`config.mk`:
```
export PLATFORM = sky130hd
export DESIGN_NAME = rx_lock_ctrl
export DESIGN_NICKNAME = d
export VERILOG_FILES = /design/src/rtl/pcs_rx_pkg.sv /design/src/rtl/rx_sym_qualifier.sv /design/src/rtl/rx_lock_ctrl.sv
export SDC_FILE = /design/constraint.sdc
export NUM_CORES = 1
export LEC_CHECK = 0
export ABC_AREA = 1
export CORE_MARGIN = 2
export CORE_UTILIZATION = 45
export CTS_CLUSTER_SIZE = 20
export DETAILED_ROUTE_END_ITERATION = 12
export GPL_TIMING_DRIVEN = 0
export PLACE_DENSITY = 0.93
export SYNTH_ARGS = -nofsm -noshare
export SYNTH_HDL_FRONTEND = slang
export SYNTH_SLANG_ARGS = --single-unit
```
`constraint.sdc`:
```
create_clock -name PCLK -period 3.5 [get_ports PCLK]
set_input_delay 0.525 -clock PCLK [delete_from_list [all_inputs] [get_ports PCLK]]
set_output_delay 0.525 -clock PCLK [all_outputs]
set_load 0.1 [all_outputs]
```
`src/rtl/pcs_rx_pkg.sv`:
```
// Shared definitions for the USB receive PCS: lock-FSM state encoding,
// the K28.5 comma byte and the PIPE RxStatus codes.
package pcs_rx_pkg;

  // Lock FSM state encoding
  typedef logic [1:0] lock_state_t;
  localparam lock_state_t ST_LOS      = 2'd0;
  localparam lock_state_t ST_ACQ      = 2'd1;
  localparam lock_state_t ST_LOCKED   = 2'd2;
  localparam lock_state_t ST_DEGRADED = 2'd3;

  // Decoded K28.5 comma byte
  localparam logic [7:0] K28_5_BYTE = 8'hBC;

  // PIPE-style receive status codes
  localparam logic [2:0] RX_STATUS_OK       = 3'b000;
  localparam logic [2:0] RX_STATUS_DEC_ERR  = 3'b100;
  localparam logic [2:0] RX_STATUS_DISP_ERR = 3'b111;

  // True in the states where Symbol_Lock is asserted
  function automatic logic is_locked_state(input lock_state_t s);
    return (s == ST_LOCKED) || (s == ST_DEGRADED);
  endfunction

endpackage

```
`src/rtl/rx_sym_qualifier.sv`:
```
// Combinational symbol classifier: splits each valid decoded symbol into
// bad / comma / good and encodes the per-symbol receive status.
module rx_sym_qualifier
  import pcs_rx_pkg::*;
(
  input  logic       sym_valid,
  input  logic [7:0] sym_data,
  input  logic       sym_k,
  input  logic       sym_code_err,
  input  logic       sym_disp_err,
  output logic       is_bad,
  output logic       is_comma,
  output logic       is_good,
  output logic [2:0] status
);

  // Classification; every class is gated by sym_valid so idle cycles are inert
  always_comb begin
    is_bad   = sym_valid && (sym_code_err || sym_disp_err);
    is_comma = sym_valid && !is_bad && sym_k && (sym_data == K28_5_BYTE);
    is_good  = sym_valid && !is_bad && !is_comma;
  end

  // Status encode: a code violation outranks a disparity error
  always_comb begin
    if (!sym_valid)        status = RX_STATUS_OK;
    else if (sym_code_err) status = RX_STATUS_DEC_ERR;
    else if (sym_disp_err) status = RX_STATUS_DISP_ERR;
    else                   status = RX_STATUS_OK;
  end

endmodule

```
`src/rtl/rx_lock_ctrl.sv`:
```
// Symbol-lock controller for the USB receive PCS (PCLK domain).
// Drives the comma aligner until lock, then holds Symbol_Lock with an
// error-level / good-run hysteresis. All outputs are registered.
// Optional feature macro: RX_LOCK_ERR_CNT_EN builds the saturating
// Err_Count register and Err_Clr; without it Err_Count is tied to 0.
module rx_lock_ctrl
  import pcs_rx_pkg::*;
#(
  parameter int LOCK_COMMAS = 3,
  parameter int GOOD_RUN    = 4,
  parameter int MAX_ERRS    = 4,
  parameter int ERR_CNT_W   = 16
) (
  input  logic                 PCLK,
  input  logic                 RST,
  input  logic                 Lock_En,
  input  logic                 Elec_Idle,
  input  logic                 Sym_Valid,
  input  logic [7:0]           Sym_Data,
  input  logic                 Sym_K,
  input  logic                 Sym_Code_Err,
  input  logic                 Sym_Disp_Err,
  input  logic                 Err_Clr,
  output logic                 Align_En,
  output logic                 Symbol_Lock,
  output logic                 Lock_Lost,
  output logic [2:0]           RX_Status,
  output logic [ERR_CNT_W-1:0] Err_Count
);

  localparam int CCW = $clog2(LOCK_COMMAS + 1);
  localparam int ELW = $clog2(MAX_ERRS + 1);
  localparam int GRW = $clog2(GOOD_RUN + 1);

  localparam logic [CCW-1:0] COMMA_LAST = CCW'(LOCK_COMMAS - 1);
  localparam logic [ELW-1:0] LVL_LAST   = ELW'(MAX_ERRS - 1);
  localparam logic [GRW-1:0] RUN_LAST   = GRW'(GOOD_RUN - 1);

  logic        is_bad, is_comma, is_good;
  logic [2:0]  sym_status;

  lock_state_t    state, state_n;
  logic [CCW-1:0] comma_cnt, comma_cnt_n;
  logic [ELW-1:0] err_lvl, err_lvl_n;
  logic [GRW-1:0] good_run, good_run_n;

  rx_sym_qualifier u_qual (
    .sym_valid    (Sym_Valid),
    .sym_data     (Sym_Data),
    .sym_k        (Sym_K),
    .sym_code_err (Sym_Code_Err),
    .sym_disp_err (Sym_Disp_Err),
    .is_bad       (is_bad),
    .is_comma     (is_comma),
    .is_good      (is_good),
    .status       (sym_status)
  );

  // Next-state and counter update for the lock FSM
  always_comb begin
    // NOTE: every comb output gets a default first so no path can infer a latch.
    state_n     = state;
    comma_cnt_n = comma_cnt;
    err_lvl_n   = err_lvl;
    good_run_n  = good_run;
    if (!Lock_En || Elec_Idle) begin
      // Forced LOS wins over whatever symbol arrives in the same cycle
      state_n     = ST_LOS;
      comma_cnt_n = '0;
      err_lvl_n   = '0;
      good_run_n  = '0;
    end else if (Sym_Valid) begin
      case (state)
        ST_LOS: begin
          if (is_comma) begin
            if (LOCK_COMMAS == 1) begin
              state_n = ST_LOCKED;
            end else begin
              state_n     = ST_ACQ;
              comma_cnt_n = CCW'(1);
            end
          end
        end
        ST_ACQ: begin
          if (is_bad) begin
            state_n     = ST_LOS;
            comma_cnt_n = '0;
          end else if (is_comma) begin
            if (comma_cnt == COMMA_LAST) begin
              state_n     = ST_LOCKED;
              comma_cnt_n = '0;
            end else begin
              comma_cnt_n = comma_cnt + CCW'(1);
            end
          end
        end
        ST_LOCKED: begin
          if (is_bad) begin
            // A single-error budget loses lock on the first bad symbol
            if (MAX_ERRS == 1) begin
              state_n = ST_LOS;
            end else begin
              state_n    = ST_DEGRADED;
              err_lvl_n  = ELW'(1);
              good_run_n = '0;
            end
          end
        end
        ST_DEGRADED: begin
          if (is_bad) begin
            good_run_n = '0;
            if (err_lvl == LVL_LAST) begin
              state_n   = ST_LOS;
              err_lvl_n = '0;
            end else begin
              err_lvl_n = err_lvl + ELW'(1);
            end
          end else if (is_good || is_comma) begin
            if (good_run == RUN_LAST) begin
              good_run_n = '0;
              err_lvl_n  = err_lvl - ELW'(1);
              if (err_lvl == ELW'(1)) state_n = ST_LOCKED;
            end else begin
              good_run_n = good_run + GRW'(1);
            end
          end
        end
        default: state_n = ST_LOS;
      endcase
    end
  end

  // State, counters and registered outputs
  always_ff @(posedge PCLK) begin
    // NOTE: sequential state uses non-blocking assignments so every register samples pre-edge values.
    if (RST) begin
      state       <= ST_LOS;
      comma_cnt   <= '0;
      err_lvl     <= '0;
      good_run    <= '0;
      Align_En    <= 1'b1;
      Symbol_Lock <= 1'b0;
      Lock_Lost   <= 1'b0;
      RX_Status   <= RX_STATUS_OK;
    end else begin
      state       <= state_n;
      comma_cnt   <= comma_cnt_n;
      err_lvl     <= err_lvl_n;
      good_run    <= good_run_n;
      Align_En    <= !is_locked_state(state_n);
      Symbol_Lock <= is_locked_state(state_n);
      Lock_Lost   <= (state_n == ST_LOS) && is_locked_state(state);
      RX_Status   <= sym_status;
    end
  end

`ifdef RX_LOCK_ERR_CNT_EN
  logic                 bad_counted;
  logic [ERR_CNT_W-1:0] err_count_q;

  // Only bad symbols seen while locked count, even if LOS is forced that cycle
  assign bad_counted = is_bad && is_locked_state(state);

  // Saturating error counter; a clear coinciding with a counted error leaves 1
  always_ff @(posedge PCLK) begin
    if (RST) begin
      err_count_q <= '0;
    end else if (Err_Clr) begin
      err_count_q <= bad_counted ? ERR_CNT_W'(1) : '0;
    end else if (bad_counted && (err_count_q != '1)) begin
      err_count_q <= err_count_q + ERR_CNT_W'(1);
    end
  end

  assign Err_Count = err_count_q;
`else
  logic unused_err_clr;

  assign unused_err_clr = Err_Clr;
  assign Err_Count      = '0;
`endif

endmodule

```
==> results of run 1 <==
[critical path: stages (launching register included)]
cell             delay, ns
dfxtp_1               0.34
buf_4                 0.10
clkdlybuf4s50_1       1.11
[cell type report]
type / count / share of cell area
multi-input cells: 107 / 0.3924
clock buffers: 4 / 0.02045
repair buffers: 21 / 0.1636
flip-flops and latches: 15 / 0.2337
plain buffers: 17 / 0.09932
well taps: 27 / 0.02629
inverters: 22 / 0.06426
[cells in the final DEF, fill, tap and decap left out]
| cell | count |
|---|---|
| a21oi_1 | 8 |
| buf_4 | 17 |
| clkbuf_1 | 1 |
| clkbuf_4 | 3 |
| clkdlybuf4s50_1 | 21 |
| clkinv_1 | 1 |
| conb_1 | 16 |
| dfxtp_1 | 15 |
| ha_1 | 4 |
| inv_1 | 21 |
| nand2_1 | 31 |
| nand2_2 | 2 |
| nand3_1 | 8 |
| nand3_2 | 1 |
| nand3b_1 | 1 |
| nand4_1 | 2 |
| nor2_1 | 22 |
| nor4_1 | 1 |
| o21ai_0 | 7 |
| o21ai_1 | 1 |
| o21ai_2 | 1 |
| xor2_1 | 2 |
[power by group through the flow]
| stage | sequential (mW) | combinational (mW) | clock [mW] |
|---|---|---|---|
| global placement | 0.176 | 0.132 | 0 |
| finish | 0.172 | 0.133 | 0.0957 |
| CTS | 0.172 | 0.133 | 0.0981 |
| floorplan | 0.182 | 0.102 | 0 |
| global route | 0.172 | 0.139 | 0.108 |
| detailed placement | 0.176 | 0.133 | 0 |
[final timing paths]
path | start | end | slack [ns] | cells past startpoint
setup / recovery | RX_Status[0] | RX_Status[1] | 1.15 | 2
hold / removal | good_run[2] | good_run[2] | 0.48 | 2
setup reg to reg | state[0] | err_lvl[1] | 2.11 | 7
hold reg to reg | good_run[2] | good_run[2] | 0.48 | 2
[registers in the layout, indices dropped and copies added, names as in the netlist]
name	count
state	2
good_run	3
comma_cnt	2
Lock_Lost	1
Align_En	1
RX_Status	2
Symbol_Lock	1
err_lvl	3
[layer usage]
metal | share of wire | routed length [um] | GRT usage | vias to the layer above
met5 | 0 | 0 | 0 | -
met4 | 0 | 0 | 0.03704 | 0
met3 | 0.072 | 140 | 0.03274 | 0
met2 | 0.53 | 1027 | 0.3311 | 33
met1 | 0.40 | 787 | 0.1596 | 410
li1 | - | - | - | 501
[Yosys cell counts]
cell type / number
nand3b_1: 1
nor2_1: 22
nand3_2: 1
clkinv_1: 1
xor2_1: 2
nand3_1: 8
inv_1: 21
nand2_2: 2
a21oi_1: 8
nand2_1: 31
o21ai_1: 1
nor4_1: 1
ha_1: 4
o21ai_0: 7
conb_1: 1
nand4_1: 2
o21ai_2: 1
dfxtp_1: 15
buf_4: 17
[kinds of logic (layout without fill, tap and decap cells)]
logic type	after synthesis	after routing
AO/OA/AOI/OAI	17	17
XOR/XNOR	2	2
adder cells (fa/ha/maj)	4	4
buffers and inverters	39	64
flip-flops	15	15
other	1	16
AND/OR/NAND/NOR	68	68
==> qor.csv, run 1 <==
stage,metric,value,unit
status,status,"complete, no violations",
logic_synthesis,yosys.area.top_type_share,0.3133,
critical_path,critPathRequiredTime,2.97,ns
placement,dp_slack,1.412,ns
timing,setup_tns,0,ns
critical_path,start_kind,register,
timing,fmax,0.4256,GHz
logic_synthesis,synth_area,958.4,sq um
floorplanning,die-height,50.15,um
timing,setup_slack,1.150,ns
cells_and_area,post-route-util,0.6484,
cells_and_area,multi_input_area,504.2,sq um
floorplanning,rows,16,
route,dr.first_iter.drc_count,23,
timing,min_period,2.350,ns
timing,rsz0062_at_grt,false,
job,cap_violations,0,
logic_synthesis,synth_fa_ha_area_frac,0.05222,
placement,port_buffers,21,
cells_and_area,layout-drive-gt1-share,0.1290,
clock_tree,cts_htree_levels,1,
global_route,grt_pass1_wl,3.256,mm
placement,dp_cells,209,
logic_synthesis,yosys.area_share.xor_xnor,0.01828,
placement,hpwl,1.604,mm
global_route,antenna_found_initial,0,
power,p_switching,0.1524,mW
logic_synthesis,ys_seq_elements,15,
logic_synthesis,ys_top_cells_by_area,"dfxtp_1 (31%), buf_4 (13%), nand2_1 (12%), nor2_1 (8.6%), inv_1 (8.2%)",
route,dr.pass1.iters,4,
timing,tightest_slew,0.9748,ns
clock_tree,cts.sinks,15,
clock_tree,ctsHoldBuffers,0,
cells_and_area,diodes,0,
placement,place_area,1259,sq um
logic_synthesis,yosys_warnings,0,
floorplanning,ios,39,
logic_synthesis,synthSimpleGateAreaFrac,0.3003,
worst_hold_path,min_path_type,register to register,
power,p_clk_frac,0.239,
cells_and_area,fill_cells,166,
logic_synthesis,synthMuxAreaShare,0,
clock_tree,cts_setup_buffers,0,
logic_synthesis,ys_seq_area_frac,0.3133,
route,viasPerCell,4.432,
global_route,grt_pass1_vias,854,
cells_and_area,final_cell_area,1285,sq um
power,power,0.4007,mW
clock_tree,clock-root-buffer,clkbuf_4,
route,postRouteWirelength,1.954,mm
power,ir_drop,0.0001781,V
global_route,track_usage,0.1611,
timing,skew,0.01236,ns
critical_path,crit_path_end_kind,output pin,
global_route,globalRouteOverflowTotal,0,
critical_path,arrival,1.82,ns
critical_path,crit_fanout,2,
clock_tree,cts.path.max_buffers,2,
timing,hold_ws,0.4753,ns
timing,drv_slew,0,
power,swShare,0.3802,
timing,min_period_over_period,0.6713,
power,leakage,0.6287,nW
cells_and_area,final_cells,213,
clock_tree,tritoncts,yes,
clock_tree,clk_pin_slew,0.09,ns
power,seqPwrFrac,0.428,
logic_synthesis,yosysTopAreaCell,dfxtp_1,
clock_tree,cts-buffers-inserted,3,
floorplanning,die_w,50.15,um
timing,relSlewSlack,0.3481,
route,antenna_left,0,
route,drcViolationCount,0,
logic_synthesis,post_synth_num_cell_types,19,
timing,timing_hold_violations_final,0,
floorplanning,initial_core_util,0.4836,
cells_and_area,nets,208,
critical_path,worst-setup-path-type,register to output pin,
logic_synthesis,synth_top_family_by_area,simple AND/OR/NAND/NOR gates,
logic_synthesis,syn_avg_cell_area,6.565,sq um
clock_tree,insertion_delay,0.28,ns
global_route,grt_max_degree,9,
cells_and_area,syn2layout_area_growth,34.07,%
floorplanning,dieArea,2515,sq um
placement,place.gp.congestion,0.9515,
logic_synthesis,synth-compound-area-share,0.09269,
clock_tree,ctsResizeCount,0,
route,vias,944,
floorplanning,core-area,1982,sq um
power,intPower,0.2484,mW
route,wl_per_cell,9.174,um
cells_and_area,ff_latch_area,300.3,sq um
timing,setup_viol,0,
power,power.density,311.9,nW/um^2
logic_synthesis,syn_inst,146,
power,p_comb_frac,0.333,
(Power assumes the default switching activity.)
==> run 2, diff against run 1 <==
--- a/config.mk
+++ b/config.mk
@@ -7,11 +7,11 @@
 export LEC_CHECK = 0
 export ABC_AREA = 1
 export CORE_MARGIN = 2
-export CORE_UTILIZATION = 45
+export CORE_UTILIZATION = 38
 export CTS_CLUSTER_SIZE = 20
 export DETAILED_ROUTE_END_ITERATION = 12
 export GPL_TIMING_DRIVEN = 0
-export PLACE_DENSITY = 0.93
+export PLACE_DENSITY = 0.85
 export SYNTH_ARGS = -nofsm -noshare
 export SYNTH_HDL_FRONTEND = slang
 export SYNTH_SLANG_ARGS = --single-unit
==> constraint.sdc (replaced) <==
create_clock -name PCLK -period 1.9 [get_ports PCLK]
set_input_delay 0.285 -clock PCLK [delete_from_list [all_inputs] [get_ports PCLK]]
set_output_delay 0.285 -clock PCLK [all_outputs]
set_load 0.1 [all_outputs]
==> run 2 against run 1 <==
  * Via count down 2.0%
  * Critical path depth unchanged
  * Hold slack worse by 0.0092 ns
  * Sequential share of layout area up 0.068 points
  * Total power up 86%
  * Die area up 17%
  * Critical endpoint unchanged
  * First-iteration DRC count down 74%
==> qor.csv, run 2 (synthesized netlist as in run 1, its figures left out) <==
stage,metric,value,unit,change
cells_and_area,diodes,0,,unchanged
clock_tree,ctsResizeCount,6,,+6
critical_path,path_delay_family,buffers and inverters,,
cells_and_area,syn2layout_area_growth,33.68,%,
cells_and_area,final_cell_mix,"nand2_1 (31), nor2_1 (22), inv_1 (21), buf_4 (17), conb_1 (16)",,
global_route,grt_pass1_wl,2.898,mm,-11%
timing,setup_viol,0,,unchanged
critical_path,crit_fanout,2,,unchanged
clock_tree,clock-root-buffer,clkbuf_4,,
placement,port_buffers,21,,unchanged
global_route,globalRouteOverflowTotal,0,,unchanged
critical_path,worst-setup-path-type,register to output pin,,
floorplanning,core-area,2432,sq um,+23%
global_route,track_usage,0.1361,,-0.02503
worst_hold_path,min_path_type,register to register,,
cells_and_area,nets,208,,unchanged
power,power,0.7441,mW,+86%
critical_path,cp_cell_sequence,buf_4 -> dlygate4sd2_1,,
cells_and_area,final_cell_area,1281,sq um,-0.29%
power,swShare,0.3866,,+0.006412
global_route,grt_pass1_vias,756,,-11%
power,ir_drop,0.0003606,V,+100%
power,seqPwrFrac,0.425,,-0.003
timing,drv_slew,0,,unchanged
critical_path,crit_path_end_kind,output pin,,
floorplanning,die_w,54.22,um,+8.1%
route,antenna_left,0,,unchanged
critical_path,cp_num_buf_inv,2,,unchanged
cells_and_area,largestRegisters,"err_lvl: 3 flops, good_run: 3 flops",,
route,viasPerCell,4.282,,-3.4%
cells_and_area,layout-drive-gt1-share,0.1290,,unchanged
timing,relSlewSlack,0.3671,,+0.01903
timing,fmax,0.5448,GHz,
clock_tree,cts_setup_buffers,0,,unchanged
floorplanning,die-height,54.22,um,+8.1%
clock_tree,clk_pin_slew,0.09,ns,about the same
clock_tree,cts.path.max_buffers,2,,unchanged
timing,skew,0.008417,ns,-0.003947 ns
global_route,antenna_found_initial,0,,unchanged
route,dr.first_iter.drc_count,6,,-74%
power,power.density,580.7,nW/um^2,+86%
timing,timing_hold_violations_final,0,,unchanged
route,dr.pass1.iters,4,,unchanged
route,vias,925,,-2.0%
route,postRouteWirelength,1.869,mm,-4.4%
placement,dp_cells,212,,+1.4%
critical_path,start_kind,register,,
clock_tree,cts_htree_levels,1,,unchanged
clock_tree,ctsHoldBuffers,0,,unchanged
timing,tightest_slew,0.9531,ns,-0.02171 ns
cells_and_area,final_cells,216,,+1.4%
floorplanning,ios,39,,unchanged
power,intPower,0.4564,mW,+84%
cells_and_area,final_common_cell,nand2_1,,
route,wl_per_cell,8.653,um,-5.7%
clock_tree,insertion_delay,0.29,ns,about the same
floorplanning,dieArea,2940,sq um,+17%
timing,setup_tns,0,ns,unchanged
floorplanning,initial_core_util,0.3940,,-0.08955
floorplanning,rows,18,,+2
power,p_comb_frac,0.327,,-0.006
timing,min_period,1.836,ns,
route,drcViolationCount,0,,unchanged
critical_path,critical-path-max-stage-delay,0.84,ns,-0.27 ns
clock_tree,cts.sinks,15,,unchanged
job,cap_violations,0,,unchanged
power,p_switching,0.2877,mW,+89%
power,leakage,0.6487,nW,+3.2%
timing,rsz0062_at_grt,false,,
critical_path,critPathRequiredTime,1.62,ns,-1.35 ns
placement,place_area,1262,sq um,+0.30%
placement,hpwl,1.579,mm,-1.6%
critical_path,cp_slowest_cell,dlygate4sd2_1,,
placement,place.gp.congestion,0.8584,,-9.8%
power,p_clk_frac,0.248,,+0.009
clock_tree,tritoncts,yes,,
timing,min_period_over_period,0.9661,,
cells_and_area,post-route-util,0.5267,,-0.1216
status,status,"complete, no violations",,
critical_path,arrival,1.55,ns,-0.27 ns
clock_tree,cts-buffers-inserted,3,,unchanged
global_route,grt_max_degree,9,,unchanged
run 2: changes by cell type in the layout (fill, tap and decap cells not counted), sizes merged:
cell / previous run / this run
dlygate4sd2: 0 / 6
clkdlybuf4s50: 21 / 15
run 2: final cells by class:
cell class                 instances  area, sq um
inverter                          22        82.58
multi-input combinational        107        504.2
fill                             249         1151
clock buffer                       4        26.28
timing repair buffer              21        202.7
tap                               30        37.54
sequential                        15        300.3
buffer                            17        127.6
run 2: routing by layer:
layer,share of wire,global-route usage
met5,0,0
met4,0.013,0.06667
met3,0.089,0.03279
met2,0.49,0.2510
met1,0.41,0.1424
run 2: path summary, 6_finish.rpt:
| path | slack [ns] | cells past startpoint | start | endpoint |
|---|---|---|---|---|
| worst max register to register | 0.58 | 7 | state[0] | err_lvl[1] |
| worst max-delay path | 0.06 | 2 | RX_Status[0] | RX_Status[1] |
| worst min register to register | 0.47 | 2 | good_run[2] | good_run[2] |
| worst min-delay path | 0.47 | 2 | good_run[2] | good_run[2] |
run 2: power by group through the flow:
stage,Sequential (mW),Clock (mW),Combinational [mW]
2_1_floorplan,0.336,0,0.188
3_3_place_gp,0.324,0,0.243
5_1_grt,0.316,0.202,0.256
4_1_cts,0.316,0.192,0.242
6_report,0.316,0.184,0.244
3_5_place_dp,0.324,0,0.244
run 2: stage by stage:
step	setup slack [ns]	hold WS, ns
6_report	0.06444	0.4661
4_1_cts	0.04722	0.4684
3_5_place_dp	0.07843	0.4556
3_3_place_gp	0.1027	0.4444
2_1_floorplan	0.2588	0.3566
5_1_grt	0.01220	0.4900
run 2: worst min-delay path, delay by kind of cell (launching register included):
kind                   cells  cell delay (ns)
AND/OR/NAND/NOR            1             0.08
flip-flops                 1             0.32
buffers and inverters      1             0.04
==> run 3, diff against run 2 <==
--- a/config.mk
+++ b/config.mk
@@ -6,7 +6,6 @@
 export NUM_CORES = 1
 export LEC_CHECK = 0
 export ABC_AREA = 1
-export CORE_MARGIN = 2
 export CORE_UTILIZATION = 38
 export CTS_CLUSTER_SIZE = 20
 export DETAILED_ROUTE_END_ITERATION = 12
==> run 3 against run 2 <==
  * Final area is essentially flat
  * Register-to-register slack got worse by 0.05 ns
  * Highest routed layer unchanged
  * Hold slack worse by 0.012 ns
==> qor.csv, run 3 (synthesized netlist as in run 1, its figures left out) <==
stage,metric,value,unit,change
cells_and_area,largestRegisters,"err_lvl: 3 flops, good_run: 3 flops",,
floorplanning,dieArea,2727,sq um,-7.2%
cells_and_area,diodes,0,,unchanged
critical_path,critical-path-max-stage-delay,0.83,ns,about the same
global_route,top_usage_layer,met2,,
clock_tree,ctsResizeCount,6,,unchanged
critical_path,start_kind,register,,
critical_path,crit_fanout,2,,unchanged
clock_tree,cts_htree_levels,1,,unchanged
global_route,use_met3,0.06667,,+0.03388
clock_tree,insertion_delay,0.28,ns,about the same
floorplanning,die_w,52.22,um,-3.7%
placement,dp_slack,0.08904,ns,+0.01062 ns
power,power,0.7431,mW,-0.14%
global_route,grt_pass1_wl,3.111,mm,+7.3%
route,dr.first_iter.drc_count,14,,+8
timing,min_period,1.824,ns,-0.01115 ns
timing,tightest_slew,0.9583,ns,+0.005231 ns
cells_and_area,ff_latch_area,300.3,sq um,unchanged
timing,timing_hold_violations_final,0,,unchanged
global_route,track_usage,0.1553,,+0.01926
clock_tree,clk_pin_slew,0.09,ns,about the same
cells_and_area,fill_cells,222,,-11%
cells_and_area,layout-drive-gt1-share,0.1344,,+0.005376
clock_tree,clock-root-buffer,clkbuf_4,,
worst_hold_path,holdPathStages,2,,unchanged
timing,setup_tns,0,ns,unchanged
placement,port_buffers,21,,unchanged
timing,drv_slew,0,,unchanged
critical_path,critPathRequiredTime,1.62,ns,about the same
clock_tree,cts.sinks,15,,unchanged
timing,fmax,0.5481,GHz,+0.61%
clock_tree,tritoncts,yes,,
timing,setup_viol,0,,unchanged
placement,hpwl,1.506,mm,-4.6%
route,dr.pass1.iters,4,,unchanged
critical_path,arrival,1.54,ns,about the same
route,drcViolationCount,0,,unchanged
floorplanning,ios,39,,unchanged
power,power.density,580.5,nW/um^2,about the same
critical_path,reg2reg_to,Symbol_Lock,,
critical_path,cp_slowest_cell,dlygate4sd2_1,,
critical_path,worstReg2RegStart,err_lvl[0],,
cells_and_area,nets,208,,unchanged
global_route,met2_usage,0.2650,,+0.01395
floorplanning,rows,17,,-1
cells_and_area,final_cell_mix,"nand2_1 (31), nor2_1 (22), inv_1 (21), buf_4 (17), conb_1 (16)",,
critical_path,cp_cell_sequence,buf_4 -> dlygate4sd2_1,,
global_route,met1_usage,0.1735,,+0.03107
route,postRouteWirelength,1.831,mm,-2.0%
status,status,"complete, no violations",,
cells_and_area,syn2layout_area_growth,33.55,%,about the same
clock_tree,cts.path.max_buffers,2,,unchanged
timing,setup_slack,0.07559,ns,+0.01115 ns
timing,relSlewSlack,0.3637,,-0.003474
global_route,antenna_found_initial,0,,unchanged
clock_tree,cts_setup_buffers,0,,unchanged
route,vias,904,,-2.3%
critical_path,reg2reg_setup_slack,0.53,ns,-0.05 ns
route,wl_per_cell,8.556,um,-1.1%
power,ir_drop,0.0003800,V,+5.4%
cells_and_area,final_common_cell,nand2_1,,
timing,min_period_over_period,0.9602,,-0.005868
clock_tree,ctsHoldBuffers,0,,unchanged
placement,place.gp.congestion,0.9444,,+10%
worst_hold_path,whs_endpoint,good_run[2],,
global_route,globalRouteOverflowTotal,0,,unchanged
power,leakage,0.6514,nW,+0.42%
job,cap_violations,0,,unchanged
critical_path,reg2reg_depth,6,,-1
critical_path,worst-setup-path-type,register to output pin,,
floorplanning,initial_core_util,0.4172,,+0.02318
worst_hold_path,holdCritStartpoint,good_run[2],,
route,antenna_left,0,,unchanged
critical_path,crit_path_end_kind,output pin,,
route,viasPerCell,4.224,,-1.4%
worst_hold_path,min_path_type,register to register,,
timing,rsz0062_at_grt,false,,
clock_tree,cts-buffers-inserted,3,,unchanged
floorplanning,core-area,2297,sq um,-5.6%
global_route,grt_pass1_vias,802,,+6.1%
global_route,grt_max_degree,10,,+1
floorplanning,die-height,52.22,um,-3.7%
timing,skew,0.004448,ns,-0.003969 ns
cells_and_area,multi_input_area,504.2,sq um,unchanged
## run 3: cell types whose count changed in the layout (fill, tap and decap cells not counted)
| cell | delta |
|---|---|
| clkbuf_1 | -1 |
| clkinv_2 | +1 |
## run 3: worst max path at each step
stage / slack [ns] / endpoint / startpoint
6_report: 0.08 / RX_Status[1] / RX_Status[0]
5_1_grt: 0.02 / RX_Status[1] / RX_Status[0]
4_1_cts: 0.07 / RX_Status[1] / RX_Status[0]
3_5_place_dp: 0.09 / comma_cnt[0] / Sym_Valid
3_3_place_gp: 0.11 / RX_Status[1] / RX_Status[0]
2_1_floorplan: 0.26 / RX_Status[1] / RX_Status[0]
## run 3: where the power goes
group          switching [mW]  internal (mW)
Combinational           0.184         0.0590
Clock                   0.106         0.0782
Sequential           0.000408          0.316
## run 3: per-layer routing
| metal | routed length (um) | vias to the layer above |
|---|---|---|
| met5 | 0 | - |
| met4 | 14 | 0 |
| met3 | 179 | 2 |
| met2 | 861 | 33 |
| met1 | 775 | 366 |
| li1 | - | 503 |
## run 3: critical path, delay by kind of cell (launching register included)
kind                   cells  cell delay (ns)
buffers and inverters      2             0.92
DFF                        1             0.33
## run 3: area by class of cell
class	instances	share of cell area
Tap cell	28	0.02737
Buffer	17	0.09971
Sequential cell	15	0.2346
Timing Repair Buffer	21	0.1584
Clock buffer	3	0.01760
Inverter	22	0.06452
Clock inverter	1	0.003910
Multi-Input combinational cell	107	0.3939
## run 3: metrics by stage
stage               std cells  area (sq um)  utilization  hold slack (ns)
finish                    214          1280       0.5572           0.4538
global route              214          1280       0.5572           0.4968
detailed placement        210          1260       0.5485           0.4427
CTS                       214          1280       0.5572           0.4578
floorplan                 161          1015            -           0.3566
global placement          210          1260       0.5485           0.4438
